File: src/rtl/spi_pkg.sv
// Shared types and default parameters for the SPI slave receiver.
package spi_pkg;

    typedef enum logic [1:0] {
        IDLE  = 2'd0,
        SHIFT = 2'd1
    } rx_state_t;

    localparam int SPI_DATA_W_DEF      = 8;
    localparam int SPI_SYNC_STAGES_DEF = 2;

endpackage

File: src/rtl/spi_sync.sv
// N-flop synchronizer for one asynchronous input, with a selectable reset value.
module spi_sync #(
    parameter int   STAGES  = 2,
    parameter logic RST_VAL = 1'b0
) (
    input  logic clk,
    input  logic rst,
    input  logic d,
    output logic q
);

    logic [STAGES-1:0] sync_r;

    // Shift the raw input through the synchronizer chain
    always_ff @(posedge clk or posedge rst) begin
        if (rst) begin
            sync_r <= {STAGES{RST_VAL}};
        end else begin
            sync_r <= {sync_r[STAGES-2:0], d};
        end
    end

    assign q = sync_r[STAGES-1];

endmodule

File: src/rtl/spi_slave_rx.sv
// SPI mode-0 slave receiver: oversampled sclk/cs/mosi, MSB-first words on a valid/ready port.
// Optional transmit path (tx_data/miso) is built when SPI_SLV_MISO_EN is defined.
module spi_slave_rx
    import spi_pkg::*;
#(
    parameter int DATA_W      = SPI_DATA_W_DEF,
    parameter int SYNC_STAGES = SPI_SYNC_STAGES_DEF
) (
    input  logic              clk,
    input  logic              rst,
    input  logic              sclk,
    input  logic              cs,
    input  logic              mosi,
`ifdef SPI_SLV_MISO_EN
    input  logic [DATA_W-1:0] tx_data,
    output logic              miso,
`endif
    output logic [DATA_W-1:0] rx_data,
    output logic              rx_valid,
    input  logic              rx_ready,
    output logic              frame_err,
    output logic              overrun
);

    localparam int CNT_W = (DATA_W > 2) ? $clog2(DATA_W) : 1;

    logic              sclk_s, cs_s, mosi_s;
    logic              sclk_d_r;
    logic              sclk_rise_s;
    rx_state_t         state_r, state_nxt_s;
    logic [CNT_W-1:0]  bit_cnt_r;
    logic [DATA_W-1:0] shift_r, shift_nxt_s;
    logic [DATA_W-1:0] rx_data_r;
    logic              rx_valid_r, frame_err_r, overrun_r;
    logic              word_done_s, frame_abort_s;

    spi_sync #(.STAGES(SYNC_STAGES), .RST_VAL(1'b0)) u_sync_sclk (.clk(clk), .rst(rst), .d(sclk), .q(sclk_s));
    spi_sync #(.STAGES(SYNC_STAGES), .RST_VAL(1'b1)) u_sync_cs   (.clk(clk), .rst(rst), .d(cs),   .q(cs_s));
    spi_sync #(.STAGES(SYNC_STAGES), .RST_VAL(1'b0)) u_sync_mosi (.clk(clk), .rst(rst), .d(mosi), .q(mosi_s));

    assign sclk_rise_s = sclk_s & ~sclk_d_r;
    assign shift_nxt_s = {shift_r[DATA_W-2:0], mosi_s};

    // Next state plus word-complete and aborted-frame decode
    always_comb begin
        state_nxt_s   = state_r;
        word_done_s   = 1'b0;
        frame_abort_s = 1'b0;
        case (state_r)
            IDLE: begin
                if (!cs_s) begin
                    state_nxt_s = SHIFT;
                end else begin
                    state_nxt_s = IDLE;
                end
            end
            SHIFT: begin
                word_done_s = sclk_rise_s && (bit_cnt_r == CNT_W'(DATA_W - 1));
                if (cs_s) begin
                    state_nxt_s   = IDLE;
                    frame_abort_s = (bit_cnt_r != {CNT_W{1'b0}}) && !word_done_s;
                end else begin
                    state_nxt_s = SHIFT;
                end
            end
            default: begin
                state_nxt_s = IDLE;
            end
        endcase
    end

    // State register, sclk edge history and bit shifting
    always_ff @(posedge clk or posedge rst) begin
        if (rst) begin
            state_r   <= IDLE;
            sclk_d_r  <= 1'b0;
            bit_cnt_r <= {CNT_W{1'b0}};
            shift_r   <= {DATA_W{1'b0}};
        end else begin
            state_r  <= state_nxt_s;
            sclk_d_r <= sclk_s;
            if (state_r != SHIFT) begin
                bit_cnt_r <= {CNT_W{1'b0}};
            end else if (cs_s && !word_done_s) begin
                // frame ended: drop any partial word
                bit_cnt_r <= {CNT_W{1'b0}};
                shift_r   <= {DATA_W{1'b0}};
            end else if (sclk_rise_s) begin
                shift_r   <= shift_nxt_s;
                bit_cnt_r <= word_done_s ? {CNT_W{1'b0}} : bit_cnt_r + CNT_W'(1);
            end else begin
                bit_cnt_r <= bit_cnt_r;
            end
        end
    end

    // Output handshake, overrun and framing-error pulses
    always_ff @(posedge clk or posedge rst) begin
        if (rst) begin
            rx_data_r   <= {DATA_W{1'b0}};
            rx_valid_r  <= 1'b0;
            frame_err_r <= 1'b0;
            overrun_r   <= 1'b0;
        end else begin
            frame_err_r <= frame_abort_s;
            overrun_r   <= 1'b0;
            if (word_done_s) begin
                if (!rx_valid_r || rx_ready) begin
                    rx_data_r  <= shift_nxt_s;
                    rx_valid_r <= 1'b1;
                end else begin
                    overrun_r <= 1'b1;
                end
            end else if (rx_valid_r && rx_ready) begin
                rx_valid_r <= 1'b0;
            end else begin
                rx_valid_r <= rx_valid_r;
            end
        end
    end

    assign rx_data   = rx_data_r;
    assign rx_valid  = rx_valid_r;
    assign frame_err = frame_err_r;
    assign overrun   = overrun_r;

`ifdef SPI_SLV_MISO_EN
    logic [DATA_W-1:0] tx_shift_r;
    logic              sclk_fall_s;

    assign sclk_fall_s = ~sclk_s & sclk_d_r;

    // Transmit shifter: load at frame start and word end, advance on sclk fall
    always_ff @(posedge clk or posedge rst) begin
        if (rst) begin
            tx_shift_r <= {DATA_W{1'b0}};
        end else if (state_r == IDLE) begin
            tx_shift_r <= (!cs_s) ? tx_data : {DATA_W{1'b0}};
        end else if (cs_s) begin
            tx_shift_r <= {DATA_W{1'b0}};
        end else if (word_done_s) begin
            tx_shift_r <= tx_data;
        end else if (sclk_fall_s) begin
            tx_shift_r <= {tx_shift_r[DATA_W-2:0], 1'b0};
        end else begin
            tx_shift_r <= tx_shift_r;
        end
    end

    assign miso = tx_shift_r[DATA_W-1];
`endif

endmodule
File: config.mk
export PLATFORM = sky130hd
export DESIGN_NAME = spi_slave_rx
export DESIGN_NICKNAME = d
export VERILOG_FILES = /design/src/rtl/spi_pkg.sv /design/src/rtl/spi_sync.sv /design/src/rtl/spi_slave_rx.sv
export SDC_FILE = /design/constraint.sdc
export NUM_CORES = 1
export LEC_CHECK = 0
export CAP_MARGIN = 20
export CORE_MARGIN = 1
export CORE_UTILIZATION = 55
export DETAILED_ROUTE_END_ITERATION = 16
export PLACE_DENSITY_LB_ADDON = 0.2
export SETUP_SLACK_MARGIN = 0.2
export SLEW_MARGIN = 20
export SYNTH_ARGS = -nofsm -noshare
export SYNTH_HDL_FRONTEND = slang
export SYNTH_SLANG_ARGS = --single-unit
File: constraint.sdc
create_clock -name clk -period 2.8 [get_ports clk]
set_input_delay 0.28 -clock clk [delete_from_list [all_inputs] [get_ports clk]]
set_output_delay 0.28 -clock clk [all_outputs]
set_load 0.02 [all_outputs]
==> out/qor.csv <==
stage;metric;value;unit
run;max_cap viols;0;
routing;drt wl/cell;12.9;um
clock_network;Reg clk slew, reported paths;0.10;ns
yosys;Synth area leader;dfrtp_1;
timing;worst clock skew;0.0109;ns
setup_path;Buf/Inv on CP;0;
floorplanning;die area;2180;um2
place;placer congestion estimate;0.803;
global_route;Total Routing Usage GR;20.5;%
final_layout;Antenna diodes;0;
yosys;Synth Warn #;0;
yosys;dominant cells by area after synthesis;dfrtp_1 (62%), mux2_2 (8.2%), a22o_1 (5.6%), dfstp_2 (4.8%), ha_1 (3.4%);
clock_network;number of gates resized after cts;0;
global_route;global-route wire length before repair;2710;um
power;Pwr per Cell Area;532;nW/um2
clock_network;# clock sinks;29;
worst_hold_path;worst min path class;primary input to async pin;
setup_path;crit-path cells;ha_1 > ha_1 > nand4b_1 > nor2b_1 > mux2_2;
timing;RSZ-0062 raised after global routing;false;
final_layout;share of post-route cells with drive strength above 1;21.4;%
setup_path;crit start category;flip-flop;
timing;Slew headroom;55.9;%
final_layout;final instance area;1320;um2
timing;Final period util;72.5;%
final_layout;final net count;106;
setup_path;Crit Path Max Fanout;8;
routing;WL final;1580;um
power;leakage;0.634;nW
routing;Final ANT Viol Nets;0;
setup_path;Setup CP Type;flip-flop to flip-flop;
timing;endpoints failing setup;0;
clock_network;H-tree depth;2;
floorplanning;Initial Utilization;60.8;%
clock_network;TritonCTS buffer count;5;
clock_network;postcts setup bufs;0;
floorplanning;Die Wd;46.6;um
yosys;top-area cell type share of the netlist area;61.6;%
place;post-DP HPWL;1050;um
clock_network;Clock Root Buffer;clkbuf_4;
clock_network;CTS max path bufs;2;
timing;Least-Margin Pin Slew;0.660;ns
global_route;largest net degree at the start of global routing;30;
timing;final hold viol count;0;
setup_path;CP arrival;2.25;ns
setup_path;CP most frequent cell;ha_1;
routing;drt first pass iters;3;
power;worst ir drop on vdd;0.000417;V
yosys;Yosys reg bits;29;
place;Post-DP Area;1270;um2
floorplanning;die height;46.6;um
timing;Tmin final;2.03;ns
timing;Pins Over Slew Limit;0;
outcome;status;finished clean;
global_route;initial antenna violation count;0;
routing;initial DRC count;4;
routing;Vias;636;
yosys;sequential-to-total area share from yosys stat;66.4;%
clock_network;Clk Latency, worst-skew pair;0.33;ns
floorplanning;core area;1800;um2
yosys;Post-Syn Nets;85;
global_route;total congestion overflow;0;
timing;max frequency;493;MHz
yosys;Avg Synthesized Cell Area;14.4;um2
setup_path;kind of cell adding the most delay to the critical path;simple AND/OR/NAND/NOR gates;
timing;post-route setup TNS;0;ns
setup_path;CP max stage cell;nor2b_1;
place;Port Buffers;16;
final_layout;area growth from synthesis to layout;20.7;%
yosys;synthesized area;1100;um2
clock_network;CTS tree;built;
yosys;Cells after Synth;76;
setup_path;CP max stage delay;0.56;ns
clock_network;hold buffers post-CTS;0;
floorplanning;Rows;15;
setup_path;WP depth;5;
routing;Vias/cell;5.17;
routing;DRC;0;
floorplanning;IO Count;17;
setup_path;type of element capturing the critical path;flip-flop;
power;Final Total Pwr;704;uW
setup_path;Worst R2R Path Depth;5;
setup_path;Worst Path Required;3.02;ns
yosys;synth unique cells;23;
global_route;vias in the first global route;595;
==> cells in the final DEF (no fill, tap or decap), drive strengths merged <==
cell type	n
dfrtp	27
clkdlybuf4s50	16
mux2	8
a22o	7
inv	5
clkbuf	5
nand2b	3
nand2	3
nor2	3
ha	3
clkinv	2
dfstp	2
nor2b	2
and3	2
o21ai	1
nor3	1
o21a	1
mux2i	1
nand4b	1
a221oi	1
nand3b	1
a21oi	1
clkinvlp	1
buf	1
==> Yosys cell counts (all sizes together) <==
library cell  number
o21a               1
clkbuf             1
a21oi              1
nand4b             1
dfrtp             27
nand2b             3
inv                5
nor2b              2
nor2               3
a221oi             1
a22o               7
and3               2
nor3               1
buf                2
o21ai              1
mux2i              1
nand2              3
nand3b             1
mux2               8
dfstp              2
ha                 3
==> flip-flops by register name (all words and copies together) (netlist names) <==
register / flops
sclk_d_r: 1
rx_valid: 1
u_sync_mosi.sync_r: 2
frame_err: 1
state_r: 1
overrun: 1
bit_cnt_r: 3
rx_data: 8
u_sync_sclk.sync_r: 2
shift_r: 7
u_sync_cs.sync_r: 2
==> metrics by stage <==
| step | cells | worst slack [ns] | utilization (%) | hold slack (ns) |
|---|---|---|---|---|
| finish | 123 | 0.771 | 73.4 | 0.296 |
| global route | 123 | 0.556 | 73.4 | 0.315 |
| CTS | 123 | 0.735 | 73.4 | 0.297 |
| detailed placement | 115 | 0.761 | 70.3 | 0.338 |
| global placement | 115 | 0.842 | 70.3 | 0.334 |
| floorplan | 76 | 1.23 | - | 0.284 |
==> tightest hold or removal path: stages <==
cell and delay (ns):
clkdlybuf4s50_1 0.39, inv_1 0.05, buf_4 0.32
==> kinds of logic (layout without fill, tap and decap cells) <==
family	after synthesis	in the layout	share of synthesized area [%]
flops	29	29	66.4
fa+ha+maj	3	3	3.43
simple gates	16	16	8.79
mux	9	9	9.13
buf+inv	8	30	4.22
compound gates	11	11	7.99
==> report_power, final <==
part	switching, mW	internal (mW)
registers	0.00583	0.428
logic	0.0155	0.0129
clock network	0.147	0.0944
total	0.169	0.535
==> routing by layer <==
layer / part of all wire [%] / track usage, % / routed length, um / up-vias
li1: - / - / - / 303
met3: 6.3 / 11.8 / 100 / 4
met2: 47 / 28.3 / 749 / 23
met4: 1.9 / 13.7 / 30 / 0
met1: 44 / 23.8 / 703 / 306
met5: 0 / 0 / 0 / -
==> final timing paths <==
check | start | to | slack (ns)
setup / recovery | bit_cnt_r[0] | rx_data[2] | 0.77
hold / removal | rst | shift_r[0] | 0.30
setup reg to reg | bit_cnt_r[0] | rx_data[2] | 0.77
hold reg to reg | u_sync_mosi.sync_r[0] | u_sync_mosi.sync_r[1] | 0.36
max in group asynchronous | rst | u_sync_cs.sync_r[0] | 2.20
min in group clk | cs | u_sync_cs.sync_r[0] | 0.35
==> area by class of cell <==
class                      instances  area [um2]
tap                               25        31.3
fill                             144         479
multi-input combinational         39         322
clock inverter                     3        17.5
inverter                           5        18.8
sequential                        29         728
clock buffer                       5        37.5
timing repair buffer              17         168
Note: power is estimated with default switching activity, not from simulation.
